## src/rtl/ram36_ctrl_pkg.sv

```systemverilog
// Shared constants, FSM state and read-tracking tag for the dual-requester RAM controller.
package ram36_ctrl_pkg;

    localparam int DEPTH      = 2048;
    localparam int ADDR_W_DEF = 11;
    localparam int DATA_W_DEF = 16;
    localparam int RD_LAT_DEF = 2;

    typedef enum logic [0:0] {
        ST_INIT = 1'b0,
        ST_RUN  = 1'b1
    } state_t;

    typedef struct packed {
        logic vld;
        logic id;
    } rd_tag_t;

    function automatic logic [1:0] id_to_onehot(input logic id);
        return id ? 2'b10 : 2'b01;
    endfunction

endpackage

```

## src/rtl/ram36_rr_arb.sv

```systemverilog
// Two-way round-robin arbiter; grant is combinational, priority flips after every grant.
module ram36_rr_arb (
    input  logic       clk,
    input  logic       rst,
    input  logic       en,
    input  logic [1:0] req,
    output logic [1:0] gnt
);

    logic prio_b_r;

    // Grant selection from request vector and current priority
    always_comb begin
        gnt = 2'b00;
        if (en) begin
            case (req)
                2'b01:   gnt = 2'b01;
                2'b10:   gnt = 2'b10;
                2'b11:   gnt = prio_b_r ? 2'b10 : 2'b01;
                default: gnt = 2'b00;
            endcase
        end else begin
            gnt = 2'b00;
        end
    end

    // Priority register: the requester not granted most recently wins contention
    always_ff @(posedge clk) begin
        if (rst) begin
            prio_b_r <= 1'b0;
        end else if (gnt[0]) begin
            prio_b_r <= 1'b1;
        end else if (gnt[1]) begin
            prio_b_r <= 1'b0;
        end else begin
            prio_b_r <= prio_b_r;
        end
    end

endmodule

```

## src/rtl/ram36_ctrl.sv

```systemverilog
// Dual-requester single-port RAM controller: post-reset clear sweep, round-robin access,
// registered RAM command and in-order read responses tracked by a tag shift register.
module ram36_ctrl
    import ram36_ctrl_pkg::*;
#(
    parameter int                ADDR_W     = ADDR_W_DEF,
    parameter int                DATA_W     = DATA_W_DEF,
    parameter int                RD_LAT     = RD_LAT_DEF,
    parameter bit                INIT_EN    = 1'b1,
    parameter logic [DATA_W-1:0] INIT_VALUE = 16'h0000
) (
    input  logic                  clk,
    input  logic                  rst,
    input  logic [1:0]            req_valid,
    output logic [1:0]            req_ready,
    input  logic [1:0]            req_we,
    input  logic [2*ADDR_W-1:0]   req_addr,
    input  logic [2*DATA_W-1:0]   req_wdata,
    output logic [1:0]            rsp_valid,
    output logic [DATA_W-1:0]     rsp_data,
    output logic                  ram_en,
    output logic                  ram_we,
    output logic [ADDR_W-1:0]     ram_addr,
    output logic [DATA_W-1:0]     ram_wdata,
    input  logic [DATA_W-1:0]     ram_rdata,
    output logic                  init_done
);

    localparam logic [ADDR_W-1:0] LAST_ADDR = ADDR_W'(DEPTH - 1);

    state_t              state_r;
    state_t              state_s;
    logic [ADDR_W-1:0]   init_cnt_r;
    logic                sweep_done_r;
    logic                arb_en_s;
    logic [1:0]          gnt_s;
    logic                acc_s;
    logic                acc_id_s;
    logic                acc_we_s;
    logic [ADDR_W-1:0]   acc_addr_s;
    logic [DATA_W-1:0]   acc_wdata_s;
    rd_tag_t             pipe_r [0:RD_LAT];

    // Requests are only eligible in RUN and never during the reset cycle
    assign arb_en_s  = (state_r == ST_RUN) && !rst;
    assign req_ready = gnt_s;

    ram36_rr_arb u_arb (
        .clk (clk),
        .rst (rst),
        .en  (arb_en_s),
        .req (req_valid),
        .gnt (gnt_s)
    );

    // Select the command fields of the granted requester
    always_comb begin
        acc_s       = |gnt_s;
        acc_id_s    = gnt_s[1];
        acc_we_s    = req_we[acc_id_s];
        acc_addr_s  = acc_id_s ? req_addr[2*ADDR_W-1:ADDR_W] : req_addr[ADDR_W-1:0];
        acc_wdata_s = acc_id_s ? req_wdata[2*DATA_W-1:DATA_W] : req_wdata[DATA_W-1:0];
    end

    // Next-state logic: leave INIT one cycle after the last sweep write is issued
    always_comb begin
        state_s = state_r;
        case (state_r)
            ST_INIT: begin
                if (sweep_done_r) begin
                    state_s = ST_RUN;
                end else begin
                    state_s = ST_INIT;
                end
            end
            ST_RUN:  state_s = ST_RUN;
            default: state_s = ST_INIT;
        endcase
    end

    // State register and init_done flag
    always_ff @(posedge clk) begin
        if (rst) begin
            state_r   <= INIT_EN ? ST_INIT : ST_RUN;
            init_done <= 1'b0;
        end else begin
            state_r   <= state_s;
            init_done <= (state_s == ST_RUN);
        end
    end

    // Registered RAM command: sweep writes in INIT, granted request in RUN
    always_ff @(posedge clk) begin
        if (rst) begin
            init_cnt_r   <= '0;
            sweep_done_r <= 1'b0;
            ram_en       <= 1'b0;
            ram_we       <= 1'b0;
            ram_addr     <= '0;
            ram_wdata    <= '0;
        end else if (state_r == ST_INIT) begin
            ram_en    <= !sweep_done_r;
            ram_we    <= !sweep_done_r;
            ram_addr  <= init_cnt_r;
            ram_wdata <= INIT_VALUE;
            if (!sweep_done_r) begin
                init_cnt_r   <= init_cnt_r + ADDR_W'(1);
                sweep_done_r <= (init_cnt_r == LAST_ADDR);
            end else begin
                init_cnt_r   <= init_cnt_r;
                sweep_done_r <= sweep_done_r;
            end
        end else begin
            ram_en    <= acc_s;
            ram_we    <= acc_s & acc_we_s;
            ram_addr  <= acc_s ? acc_addr_s : ram_addr;
            ram_wdata <= acc_s ? acc_wdata_s : ram_wdata;
        end
    end

    // In-flight read tags; the tag reaches the last stage in the cycle ram_rdata is valid
    always_ff @(posedge clk) begin
        if (rst) begin
            for (int i = 0; i <= RD_LAT; i++) begin
                pipe_r[i] <= '0;
            end
        end else begin
            pipe_r[0].vld <= acc_s & ~acc_we_s;
            pipe_r[0].id  <= acc_id_s;
            for (int i = 1; i <= RD_LAT; i++) begin
                pipe_r[i] <= pipe_r[i-1];
            end
        end
    end

    // Response register: strobe the owner, hold data between responses
    always_ff @(posedge clk) begin
        if (rst) begin
            rsp_valid <= 2'b00;
            rsp_data  <= '0;
        end else if (pipe_r[RD_LAT].vld) begin
            rsp_valid <= id_to_onehot(pipe_r[RD_LAT].id);
            rsp_data  <= ram_rdata;
        end else begin
            rsp_valid <= 2'b00;
            rsp_data  <= rsp_data;
        end
    end

endmodule

```

## config.mk

```make
export PLATFORM = sky130hd
export DESIGN_NAME = ram36_ctrl
export DESIGN_NICKNAME = d
export VERILOG_FILES = /design/src/rtl/ram36_ctrl_pkg.sv /design/src/rtl/ram36_rr_arb.sv /design/src/rtl/ram36_ctrl.sv
export SDC_FILE = /design/constraint.sdc
export NUM_CORES = 1
export LEC_CHECK = 0
export CAP_MARGIN = 20
export CORE_MARGIN = 2
export CORE_UTILIZATION = 43
export CTS_BUF_LIST = sky130_fd_sc_hd__clkbuf_4
export CTS_CLUSTER_DIAMETER = 100
export DETAILED_ROUTE_END_ITERATION = 10
export PLACE_DENSITY = 0.83
export SETUP_SLACK_MARGIN = 0.2
export SKIP_CTS_REPAIR_TIMING = 1
export SYNTH_ARGS = -nofsm -noshare
export SYNTH_HDL_FRONTEND = slang
export SYNTH_HIERARCHICAL = 1
export SYNTH_SLANG_ARGS = --single-unit
```

## constraint.sdc

```tcl
create_clock -name clk -period 3.3 [get_ports clk]
set_clock_uncertainty 0.2 [all_clocks]
set_input_delay 0.66 -clock clk [delete_from_list [all_inputs] [get_ports clk]]
set_output_delay 0.66 -clock clk [all_outputs]
set_load 0.03 [all_outputs]
```

Word level (Yosys, flattened, before mapping) --
Memory sizes are Yosys's and may differ from the RTL's. Cells that the tools add are included.
Word-level totals: flip-flop bits (word level) 61, bits in latches 0, memory bits (writable) 6, ROM bits 0, bits of input ports 76, output and inout port bits 50, logic and storage cells 60, memories 1
Operators by class: add/sub/neg operators 1, multiply operators 0, divide/modulo/power cells 0, $lt $le $gt $ge 1, equality and inequality tests 5, shifts and indexed selects 0, muxes and demuxes 24, bitwise logic cells 10, reduce and logical (&&, ||, !) cells 8
Memory list:
- pipe_r | depth 3, bits a word 2, rd ports 3, clocked after memory_dff 0, write ports 3, line ram36_ctrl.sv:42 | rd_tag_t pipe_r [0:RD_LAT];
Operator list (number):
- $mux W11 | 3
- $mux W16 | 1
- $mux W1 | 13
- $add A11 B1 Y11 const B | 1
- $eq A11 B11 Y1 const B | 1
- $mux W2 | 5
- $pmux W2 S3 | 1
- $reduce_or A2 Y1 | 3
- $eq A2 B2 Y1 const B | 2
- $not A1 Y1 | 4
- $or A1 B1 Y1 | 4
- $and A1 B1 Y1 | 2
- $eq A2 B1 Y1 const B | 1
- $logic_not A1 Y1 | 2
- $lt A1 B2 Y1 const B | 1
- $ne A2 B1 Y1 const B | 1
- $pmux W1 S2 | 1
- $reduce_and A2 Y1 | 1
- $reduce_bool A2 Y1 | 1
- $logic_and A1 B1 Y1 | 1

Logic depth before layout (Yosys ltp) --
Gate-level depths: netlist of run 1.
depth after elaboration 8, mapped depth 11, mapped depth without buffers 8

Modules after synthesis --
Netlist of run 1, hierarchy kept.
Modules (own cells, without submodules):
- ram36_ctrl | instances 1, cells an instance 288, area an instance 2708.8 um^2
- ram36_rr_arb | instances 1, cells an instance 8, area an instance 55.1 um^2

Worst setup path after synthesis of run 1 --
No wires, ideal clock.
path type input port to flip-flop, from input rst, to register ram_addr[7], library setup time 134 ps, arrival 2857 ps, required time 2966 ps, path slack 109 ps, stages 10, path buffers 3, path through or2b_1 buf_2 clkbuf_1 inv_1 nand2_1 a21oi_1 buf_2 mux2_2 mux2i_1 o22ai_1
On the way: elaborated cells on any way between the ends 8, those cells by class eq/ne (1); mux (4); reduce/logical (3)
RTL lines:
- start, declared | line ram36_ctrl.sv:13 | input logic rst,
- $logic_not A1 Y1 | line ram36_ctrl.sv:45 | assign arb_en_s = (state_r == ST_RUN) && !rst;
- $logic_and A1 B1 Y1 | line ram36_ctrl.sv:45
- named net arb_en_s | line ram36_ctrl.sv:35 | logic arb_en_s;
- $mux W2 | line ram36_rr_arb.sv:15 | if (en) begin
- named net req_ready[0] | line ram36_ctrl.sv:15 | output logic [1:0] req_ready,
- $reduce_or A2 Y1 | line ram36_ctrl.sv:58 | acc_s = |gnt_s;
- $ne A2 B1 Y1 (no source line)
- end signal, assigned | line ram36_ctrl.sv:104 | ram_addr <= init_cnt_r;
- end signal, assigned | line ram36_ctrl.sv:116 | ram_addr <= acc_s ? acc_addr_s : ram_addr;
- end, declared | line ram36_ctrl.sv:23 | output logic [ADDR_W-1:0] ram_addr,
The timed path passes the listed nets, and every way through them passes these cells. The select of a mux whose other input is x is not followed. A chain may end at the register's enable or synchronous reset.

Worst setup path after layout of run 1 --
from input req_valid[1], to output req_ready[1]
On the way: cells in the longest elaborated chain, start to end 3, elaborated cells on any way between the ends 5, those cells by class eq/ne (3); mux (2)
RTL lines:
- start, declared | line ram36_ctrl.sv:14 | input logic [1:0] req_valid,
- $eq A2 B2 Y1 / $eq A2 B1 Y1 (equally long branches) | line ram36_rr_arb.sv:16 | case (req)
- $pmux W2 S3 (*) | line ram36_rr_arb.sv:16
- $mux W2 (*) | line ram36_rr_arb.sv:15
- end, declared | line ram36_ctrl.sv:15
Every way passes the cells marked *; elsewhere a longest branch is shown, timed or not.

==> reports/qor_table.md, run 1 <==
| Metric | Reported |
| --- | --- |
| Leak pwr | 1.50 nW |
| H-tree levels | 3 |
| Total global-route track usage | 20.7% |
| Endpoints failing hold | 0 |
| Data arrival time of the critical path | 2.17 ns |
| Share of flip-flops with an asynchronous set or reset | 0% |
| IR drop worst, VDD | 0.277 mV |
| Min cycle time layout | 3.03 ns |
| Starting Density | 44.0% |
| Number of buffers added by the clock tree synthesis step | 9 |
| IO buf count | 125 |
| Cell-internal power | 1.13 mW |
| Max clock buf depth | 2 |
| Post-synth EDFFs | 0 |
| Worst setup slack for register-to-register paths | 0.93 ns |
| Post-synthesis net count | 373 |
| First drt pass iteration count | 4 |
| Syn. warnings | 6 |
| CTS tree | done |
| Number of vias in the routed layout | 2,522 |
| Fin cells | 500 |
| HP Start | pipe_r[0][4]$_SDFF_PP0_ |
| Area growth from synthesis to final layout | 52.8% |
| R2R Path End | ram_addr[3]$_SDFFE_PP0P_ |
| Clock Latency Late Sink | 0.40 ns |
| Cell at the root of the clock tree | clkbuf_4 |
| Number of placement rows | 29 |
| Final HPWL DP | 5050 um |
| Total grt overflow | 0 |
| Total power draw | 1.48 mW |
| Sinks on Clock Net | 67 |
| Count of unique library cells instantiated by Yosys | 30 |
| Sequential-to-total area share from yosys stat | 48.5% |
| Switching share of total power | 23.3% |
| Share of post-route cells with drive strength above 1 | 8.98% |
| Synth Area per Inst | 9.34 sq um |
| Placeable core region | 6280 sq um |
| Number of routed nets with antenna violations | 0 |
| Portion of total power attributed to sequential cells | 55.5% |
| Final routed DRC violation total | 0 |
| Part of the total power dissipated in the clock network | 35.8% |
| Net switching power | 0.344 mW |
| Total die area | 7080 sq um |
| Global placer's final weighted congestion | 0.761 |
| Top cell by count, worst path | clkdlybuf4s50_1 |
| Number of cells traversed by the worst hold path | 1 |
| Total standard cell area after synthesis | 2760 sq um |
| Most instantiated flip-flop cell in the synthesis netlist | dfxtp_1 |
| Most frequent cells in the layout | clkdlybuf4s50_1, dfxtp_1, nor2_1 |
| Part of the power in combinational logic | 8.8% |
| Number of antenna repair diodes | 0 |
| Terminating pin of the worst hold path | rsp_valid[0]$_SDFF_PP0_ |
| Max-cap violations | 0 |
| Violation count after the first detailed-route iteration | 110 |
| Outcome | completed |
| Top fanout value on the critical path | 3 |
| Number of nets in the layout | 495 |
| Crit path capture type | primary output |
| Setup Total Neg Slack | 0 ns |
| Unrepaired setup endpoints after global routing | false |
| Global-route wire length before repair | 11,900 um |
| Path class of the lowest-slack min-delay path | reg -> reg |
| Most common cell after layout, fill and taps aside | clkdlybuf4s50_1 |
| Vias per cell | 5.04 |
| Cell with the biggest individual delay on the critical path | clkdlybuf4s50_1 |
| Count of boundary I/O pins | 126 |
| Category of the most critical setup path | in -> out |
| Power density over the cells | 350 nW/um^2 |
| Max-Slew Margin vs Limit | 36.3% |
| Kind of start point of the critical path | primary input |
| Number of antenna violations at the first check in global routing | 0 |
| Final Cycle Share | 91.7% |
| Floorplan die width | 84.2 um |
| Number of placed instances, taps included | 484 |
| Final setup violating endpoints | 0 |
| Drt total wl | 7210 um |
| Number of cells on the worst reg-to-reg path | 8 |
| Routed length per instance | 14.4 um |
| Transition time at the pin with the least slew margin | 0.954 ns |
| Maximum number of pins on one net before global-route repair | 51 |
| Post-Synthesis Cells | 296 |
| Reg clk slew, reported paths | 0.11 ns |
| Cells traversed along the worst timing path | clkdlybuf4s50_1, nand2_1, a21oi_4, clkdlybuf4s50_1 |
| Number of global-route vias before repair | 2,542 |
| Launch point of the worst reg-to-reg path | state_r$_SDFF_PP0_ |
| Maximum clock rate | 330 MHz |
| Max-slew violations | 0 |
| DIE HEIGHT | 84.2 um |
| Stage delay of the slowest cell on the critical path | 0.70 ns |
| Critical path required time | 2.44 ns |
| Number of synthesized register bits | 67 |
-- cell usage after synthesis (2+ instances only) --
cell / instances / area (sq um)
a21o_1: 2 / 15.0
nand2b_1: 2 / 12.5
xor2_1: 8 / 70.1
dfxtp_1: 67 / 1340
a21oi_1: 24 / 120
mux2_2: 11 / 124
nand2_1: 18 / 67.6
inv_1: 3 / 11.3
buf_2: 8 / 40.0
nand3_1: 4 / 20.0
and4bb_2: 2 / 25.0
o21ai_0: 2 / 10.0
nand4_1: 2 / 12.5
o22ai_1: 11 / 68.8
mux2i_1: 43 / 430
nor2b_1: 5 / 31.3
buf_1: 2 / 7.51
nor2_1: 62 / 233
clkbuf_1: 9 / 33.8
-- cells by family (layout without fill, tap and decap cells) --
kind of cell               count (synthesis)  in the layout  synth area share (%)
and+or+nand+nor                          102            102                  16.5
xor gates and xnor gates                   9              9                  2.85
muxes                                     54             54                  20.1
DFF                                       67             67                  48.5
adders and majority gates                  1              1                 0.453
buffers and inverters                     22            149                  3.35
AOI/OAI and AO/OA                         41             41                  8.28
-- metrics by stage --
step                hold WS, ns  instance area (sq um)  setup slack, ns  utilization (%)
global placement          0.205                   4090            0.282             65.1
finish                    0.252                   4220            0.272             67.3
detailed placement        0.227                   4090            0.267             65.1
global route              0.263                   4220            0.220             67.3
CTS                       0.250                   4220            0.254             67.3
floorplan                 0.190                   2770            0.360                -
-- routing by layer --
layer | up-vias | routed length [um] | track usage [%]
met4 | 0 | 82 | 7.33
li1 | 1255 | - | -
met2 | 78 | 3560 | 35.4
met1 | 1183 | 3200 | 25.6
met3 | 6 | 357 | 4.62
met5 | - | 0 | 0
-- critical path: cells and delay by family --
family	cells	cell delay, ns
buf+inv	2	1.26
compound gates	1	0.13
simple gates	1	0.12
-- final cells by class --
type	count	area [sq um]
Clock inverter	7	68.8
Clock buffer	9	67.6
Fill cell	520	2050
Tap cell	77	96.3
Multi-Input combinational cell	207	1350
Inverter	3	11.3
Timing Repair Buffer	130	1290
Sequential cell	67	1340
-- sequential cells by signal, indices dropped and copies added (netlist names) --
name / cells
ram_we: 1
state_r: 1
rsp_valid: 2
rsp_data: 16
sweep_done_r: 1
ram_wdata: 16
ram_addr: 11
init_cnt_r: 11
u_arb/prio_b_r: 1
pipe_r: 6
ram_en: 1
-- power by group through the flow --
stage               clock network, mW  logic [mW]  registers (mW)
floorplan                           0      0.0217           0.844
global placement                    0       0.128           0.839
detailed placement                  0       0.130           0.839
CTS                             0.545       0.131           0.821
global route                    0.583       0.139           0.822
finish                          0.529       0.130           0.821
-- how the worst max path moves through the flow --
stage,start,endpoint,slack [ns],cells after the start
global route,req_valid[1],req_ready[1],0.22,4
finish,req_valid[1],req_ready[1],0.27,4
detailed placement,req_valid[1],req_ready[1],0.27,4
CTS,req_valid[0],req_ready[0],0.25,4
global placement,req_valid[1],req_ready[1],0.28,4
floorplan,rst,ram_addr[7]$_SDFFE_PP0P_,0.36,10
Note: power is estimated with default switching activity, not from simulation.
==> inputs of run 2 (changes only) <==
CORE_ASPECT_RATIO = 2   (was unset)
RECOVER_POWER = 50   (was unset)
==> run 2 against run 1 <==
The run now ends with capacitance limit, slew limit left. First-iteration DRC count decreased by 35%. Power increased by 9.7%. Cell count increased by 1.8%. Clock power increased by 27%. Fmax increased by 8.6%. Critical path type is now reg -> out. Critical endpoint is now req_ready[0]. Largest cell class unchanged. Highest routed layer unchanged.
==> reports/qor_table.md, run 2 (synthesis gave the netlist of run 1 again) <==
| Metric | Reported | Delta |
| --- | --- | --- |
| Outcome | finished with violations | was completed |
| Violated checks | capacitance limit, slew limit |  |
| Number of routed nets with antenna violations | 0 | unchanged |
| Category of the most critical setup path | reg -> out | was in -> out |
| Total global-route track usage | 21.4% | was 20.7% |
| Reg clk slew, reported paths | 0.11 ns | about the same |
| Global Route met3 Usage | 6.39% | was 4.62% |
| Max-slew violations | 51 | was 0 |
| Stage delay of the slowest cell on the critical path | 0.51 ns | was 0.70 ns |
| Critical path required time | 2.44 ns | about the same |
| Transition time at the pin with the least slew margin | 2.05 ns | was 0.954 ns |
| Setup Total Neg Slack | 0 ns | unchanged |
| Layer with the highest usage | met2 | unchanged |
| Total grt overflow | 0 | unchanged |
| Number of global-route vias before repair | 2,532 | was 2,542 |
| Share of post-route cells with drive strength above 1 | 8.98% | unchanged |
| Number of buffers added by the clock tree synthesis step | 9 | unchanged |
| Placeable core region | 6260 sq um | was 6280 sq um |
| Most frequent cells in the layout | clkdlybuf4s50_1, dfxtp_1, nor2_1 | unchanged |
| Clock Latency Late Sink | 0.42 ns | was 0.40 ns |
| Endpoints failing hold | 0 | unchanged |
| DIE HEIGHT | 117 um | was 84.2 um |
| Sinks on Clock Net | 67 | unchanged |
| Number of placement rows | 41 | was 29 |
| Leak pwr | 1.57 nW | was 1.50 nW |
| Min cycle time layout | 2.79 ns | was 3.03 ns |
| Cell at the root of the clock tree | clkbuf_4 | unchanged |
| Total die area | 7120 sq um | was 7080 sq um |
| Data arrival time of the critical path | 1.93 ns | was 2.17 ns |
| Number of fill cells | 531 | was 520 |
| Final HPWL DP | 5310 um | was 5050 um |
| Cell type group with the largest total delay on the critical path | flip-flops | was buffers and inverters |
| Final setup violating endpoints | 0 | unchanged |
| Crit path capture type | primary output | unchanged |
| Power density over the cells | 380 nW/um^2 | was 350 nW/um^2 |
| Count of boundary I/O pins | 126 | unchanged |
| Met2 demand-to-capacity share in global routing | 36.9% | was 35.4% |
| Path class of the lowest-slack min-delay path | reg -> reg | unchanged |
| Floorplan die width | 60.7 um | was 84.2 um |
| Maximum clock rate | 359 MHz | was 330 MHz |
| Top fanout value on the critical path | 10 | was 3 |
| Cell with the biggest individual delay on the critical path | dfxtp_1 | was clkdlybuf4s50_1 |
| Max-Slew Margin vs Limit | -36.9% | was 36.3% |
| Routed length per instance | 14.3 um | was 14.4 um |
| Unrepaired setup endpoints after global routing | false | unchanged |
| Global placer's final weighted congestion | 0.839 | was 0.761 |
| H-tree levels | 3 | unchanged |
| Number of antenna repair diodes | 0 | unchanged |
| Final Cycle Share | 84.5% | was 91.7% |
| IO buf count | 125 | unchanged |
| Registers with the most flip-flops | ram_wdata: 16 flops, rsp_data: 16 flops | unchanged |
| Crit path buf inv count | 2 | unchanged |
| Max-cap violations | 1 | was 0 |
| Area growth from synthesis to final layout | 54.4% | was 52.8% |
| Vias per cell | 4.98 | was 5.04 |
| IR drop worst, VDD | 0.299 mV | was 0.277 mV |
| Max clock buf depth | 2 | unchanged |
| Global-route wire length before repair | 11,600 um | was 11,900 um |
| Met1 GRT Util | 23.2% | was 25.6% |
| Cells traversed along the worst timing path | or2b_1, inv_1, nand2_1, a21oi_4, buf_4 | was clkdlybuf4s50_1, nand2_1, a21oi_4, clkdlybuf4s50_1 |
| First drt pass iteration count | 5 | was 4 |
| CTS tree | done | unchanged |
| Kind of start point of the critical path | flip-flop | was primary input |
| Final routed DRC violation total | 0 | unchanged |
| Drt total wl | 7260 um | was 7210 um |
| Maximum number of pins on one net before global-route repair | 51 | unchanged |
| Starting Density | 44.2% | was 44.0% |
| Number of nets in the layout | 495 | unchanged |
| Number of antenna violations at the first check in global routing | 0 | unchanged |
| Violation count after the first detailed-route iteration | 71 | was 110 |
| Hold Slack | 0.218 ns | was 0.252 ns |
| Most common cell after layout, fill and taps aside | clkdlybuf4s50_1 | unchanged |
| Number of vias in the routed layout | 2,533 | was 2,522 |
run 2: cell count changes in the layout (fill, tap and decap cells not counted):
| cell | before | now |
|---|---|---|
| clkdlybuf4s50_1 | 123 | 102 |
| dlygate4sd3_1 | 0 | 20 |
| bufinv_16 | 1 | 3 |
| clkinvlp_4 | 2 | 0 |
| buf_4 | 5 | 6 |
| clkbuf_1 | 0 | 1 |
| clkbuf_4 | 9 | 10 |
| clkinv_1 | 0 | 1 |
| clkinv_2 | 3 | 2 |
| clkinv_4 | 1 | 0 |
| dlymetal6s2s_1 | 1 | 0 |
run 2: worst paths after layout:
check	to	slack (ns)	cells past startpoint	from
min reg2reg	rsp_valid[0]$_SDFF_PP0_	0.22	1	pipe_r[0][4]$_SDFF_PP0_
max reg2reg	ram_addr[1]$_SDFFE_PP0P_	0.67	8	state_r$_SDFF_PP0_
max	req_ready[0]	0.51	5	state_r$_SDFF_PP0_
min	rsp_valid[0]$_SDFF_PP0_	0.22	1	pipe_r[0][4]$_SDFF_PP0_
run 2: metal layers:
layer  routed length (um)  up-vias  share of wire, %
li1                     -     1254                 -
met1                 2710     1159                37
met2                 3890      106                54
met3                  491       14               6.8
met4                  165        0               2.3
met5                    0        -                 0
run 2: power breakdown:
group	internal, mW	total [mW]	switching (mW)
Clock	0.387	0.673	0.285
Combinational	0.0911	0.130	0.0385
Sequential	0.815	0.821	0.00590
Total	1.29	1.62	0.330
run 2: final cells by class:
class                   instances  area, sq um  area share [%]
multi-input cells             207         1350            31.7
flip-flops and latches         67         1340            31.4
repair buffers                130         1270            29.9
well taps                      86          108            2.52
clock inverters                 6          104            2.43
clock buffers                  10         75.1            1.76
inverters                       3         11.3           0.264
run 2: worst register-to-register path: stages (launching register included):
cell     delay (ns)
dfxtp_1        0.51
or2b_1         0.28
inv_1          0.11
nand2_1        0.10
a21oi_4        0.28
buf_4          0.32
mux2_2         0.36
mux2i_1        0.16
o22ai_1        0.12
run 2: per-stage QoR:
stage,utilization [%],total power [mW],cell area (sq um),instances,setup slack (ns)
finish,68.2,1.62,4270,509,0.512
global placement,65.4,0.969,4090,493,0.514
CTS,68.2,1.64,4270,509,0.508
floorplan,-,0.866,2770,296,0.360
global route,68.2,1.69,4270,509,0.372
detailed placement,65.4,0.971,4090,493,0.459
==> inputs of run 3 (changes only) <==
CORE_UTILIZATION = 39   (was 43)
PLACE_DENSITY = 0.79   (was 0.83)
clock period = 2.25 ns   (was 3.3 ns; I/O delays follow)
==> run 3 against run 2 <==
The flow now finishes without violations. Critical path depth up 1. Sequential share of layout area decreased by 2.0 points. Utilization shrank 1.9 points. Global-route usage fell by 2.6 points. Die area grew 9.7%. Cell count increased by 3.3%. Via count increased by 2.5%. Sequential power grew 46%. Wire length is 8.9% higher. First-iteration DRC count grew 59%. Register-to-register slack got worse by 0.54 ns. Critical path type unchanged.
==> reports/qor_table.md, run 3 (synthesis gave the netlist of run 1 again) <==
| Metric | Reported | Delta |
| --- | --- | --- |
| Number of nets in the layout | 508 | was 495 |
| Final HPWL DP | 5300 um | was 5310 um |
| Worst setup slack for register-to-register paths | 0.13 ns | was 0.67 ns |
| Registers with the most flip-flops | ram_wdata: 16 flops, rsp_data: 16 flops | unchanged |
| Most common cell after layout, fill and taps aside | clkdlybuf4s50_1 | unchanged |
| Count of boundary I/O pins | 126 | unchanged |
| Area of all placed cells without fillers | 4560 sq um | was 4270 sq um |
| Routed length per instance | 15.0 um | was 14.3 um |
| Data arrival time of the critical path | 1.55 ns | was 1.93 ns |
| Number of antenna violations at the first check in global routing | 1 | was 0 |
| Unrepaired setup endpoints after global routing | true | was false |
| Placeable core region | 6890 sq um | was 6260 sq um |
| Max-cap violations | 0 | was 1 |
| Transition time at the pin with the least slew margin | 1.02 ns | was 2.05 ns |
| CTS tree | done | unchanged |
| Switching share of total power | 23.1% | was 20.3% |
| Max-Slew Margin vs Limit | 32.1% | was -36.9% |
| Endpoints failing hold | 0 | unchanged |
| Fin cells | 526 | was 509 |
| Final setup violating endpoints | 0 | unchanged |
| Min cycle time layout | 2.20 ns |  |
| Maximum number of pins on one net before global-route repair | 51 | unchanged |
| Outcome | completed | was finished with violations |
| Number of cells on the worst reg-to-reg path | 9 | was 8 |
| Sinks on Clock Net | 67 | unchanged |
| Number of routed nets with antenna violations | 0 | unchanged |
| Net switching power | 0.477 mW | was 0.330 mW |
| Total grt overflow | 0 | unchanged |
| Area growth from synthesis to final layout | 65.1% | was 54.4% |
| Share of post-route cells with drive strength above 1 | 13.3% | was 8.98% |
| Placed cell areas | 4220 sq um | was 4090 sq um |
| Hold Slack | 0.217 ns | was 0.218 ns |
| Worst setup path start | state_r$_SDFF_PP0_ | unchanged |
| Cell at the root of the clock tree | clkbuf_4 | unchanged |
| Most frequent cells in the layout | clkdlybuf4s50_1, dfxtp_1, nor2_1 | unchanged |
| Starting Density | 40.1% | was 44.2% |
| Number of buffers added by the clock tree synthesis step | 9 | unchanged |
| Clock Latency Late Sink | 0.42 ns | about the same |
| Category of the most critical setup path | reg -> out | unchanged |
| Reg clk slew, reported paths | 0.11 ns | about the same |
| Top fanout value on the critical path | 4 | was 10 |
| Global-route wire length before repair | 11,300 um | was 11,600 um |
| Final routed DRC violation total | 0 | unchanged |
| Number of global-route vias before repair | 2,401 | was 2,532 |
| Max-slew violations | 0 | was 51 |
| Setup Total Neg Slack | 0 ns | unchanged |
| IO buf count | 125 | unchanged |
| Number of placed instances, taps included | 500 | was 493 |
| R2R Path End | ram_addr[8]$_SDFFE_PP0P_ | was ram_addr[1]$_SDFFE_PP0P_ |
| Launch point of the worst reg-to-reg path | state_r$_SDFF_PP0_ | unchanged |
| Global placer's final weighted congestion | 0.737 | was 0.839 |
| Part of the total power dissipated in the clock network | 32.1% | was 41.4% |
| Power density over the cells | 452 nW/um^2 | was 380 nW/um^2 |
| Maximum clock rate | 454 MHz |  |
| Kind of start point of the critical path | flip-flop | unchanged |
| Crit path capture type | primary output | unchanged |
| Number of placement rows | 43 | was 41 |
| First drt pass iteration count | 4 | was 5 |
| Number of vias in the routed layout | 2,597 | was 2,533 |
| Violation count after the first detailed-route iteration | 113 | was 71 |
| HP Start | pipe_r[0][4]$_SDFF_PP0_ | unchanged |
| Total global-route track usage | 18.8% | was 21.4% |
| Drt total wl | 7900 um | was 7260 um |
| Final Cycle Share | 98.0% |  |
| Total die area | 7820 sq um | was 7120 sq um |
| Critical path required time | 1.60 ns | was 2.44 ns |
| H-tree levels | 3 | unchanged |
| Leak pwr | 2.46 nW | was 1.57 nW |
| Utilization after layout | 66.2% | was 68.2% |
| Floorplan die width | 63.5 um | was 60.7 um |
| Portion of total power attributed to sequential cells | 58.3% | was 50.6% |
| DIE HEIGHT | 123 um | was 117 um |
| Path class of the lowest-slack min-delay path | reg -> reg | unchanged |
| IR drop worst, VDD | 0.344 mV | was 0.299 mV |
| Number of fill cells | 573 | was 531 |
| Timing endpoint of the critical path | req_ready[0] | unchanged |
| Vias per cell | 4.94 | was 4.98 |
| Max clock buf depth | 2 | unchanged |
| Cell-internal power | 1.58 mW | was 1.29 mW |
| Part of the power in combinational logic | 9.6% | was 8.0% |
-- run 3: changes by cell type in the layout (fill, tap and decap cells not counted), moves of 2 or more --
cell and delta:
mux2_2 -11, clkbuf_4 +2, nand2_1 -2, buf_6 +2, buf_12 +3, dlygate4sd3_1 -20, buf_4 +6, dlymetal6s2s_1 +48
mux2_4 +11, clkdlybuf4s50_1 -28, bufinv_16 -3
-- run 3: worst min-delay path by stage --
stage | to | cells past startpoint
final | rsp_valid[0]$_SDFF_PP0_ | 1
after global placement | rsp_valid[0]$_SDFF_PP0_ | 1
after detailed placement | rsp_valid[0]$_SDFF_PP0_ | 1
after floorplan | rsp_valid[0]$_SDFF_PP0_ | 1
after global routing | rsp_valid[0]$_SDFF_PP0_ | 1
after CTS | rsp_valid[0]$_SDFF_PP0_ | 1
-- run 3: layer usage --
metal  track usage [%]  wire, um  vias to the layer above
met5                 0         0                        -
met4              11.4       187                        0
met3              3.37       371                       15
met2              32.4      4260                       92
met1              21.4      3080                     1208
li1                  -         -                     1282
-- run 3: cell type report --
cell class                      instances  area [sq um]  area share, %
Timing Repair Buffer                  143          1560           34.3
Multi-Input combinational cell        207          1410           30.9
Sequential cell                        67          1350           29.5
Tap cell                               90           113           2.47
Clock buffer                           12          90.1           1.97
Inverter                                3          18.8          0.411
Clock inverter                          3          17.5          0.384
Antenna cell                            1          2.50         0.0549
-- run 3: power groups by stage --
stage               clock, mW  combinational [mW]  sequential [mW]
floorplan                   0              0.0337             1.24
global placement            0               0.194             1.23
detailed placement          0               0.197             1.23
CTS                     0.685               0.198             1.20
global route            0.731               0.210             1.20
finish                  0.661               0.198             1.20
-- run 3: worst max-delay path: stages, from the launching register on --
cell and delay, ns:
dfxtp_4 0.36, or2b_4 0.29, inv_8 0.07, nand2_4 0.04, a21oi_4 0.14, buf_8 0.12
buf_6 0.12
-- run 3: per-stage QoR --
stage | power [mW] | setup slack (ns)
after global routing | 2.14 | -0.0212
after detailed placement | 1.43 | -0.151
after global placement | 1.42 | -0.106
after CTS | 2.09 | -0.292
final | 2.06 | 0.0453
after floorplan | 1.27 | -0.107
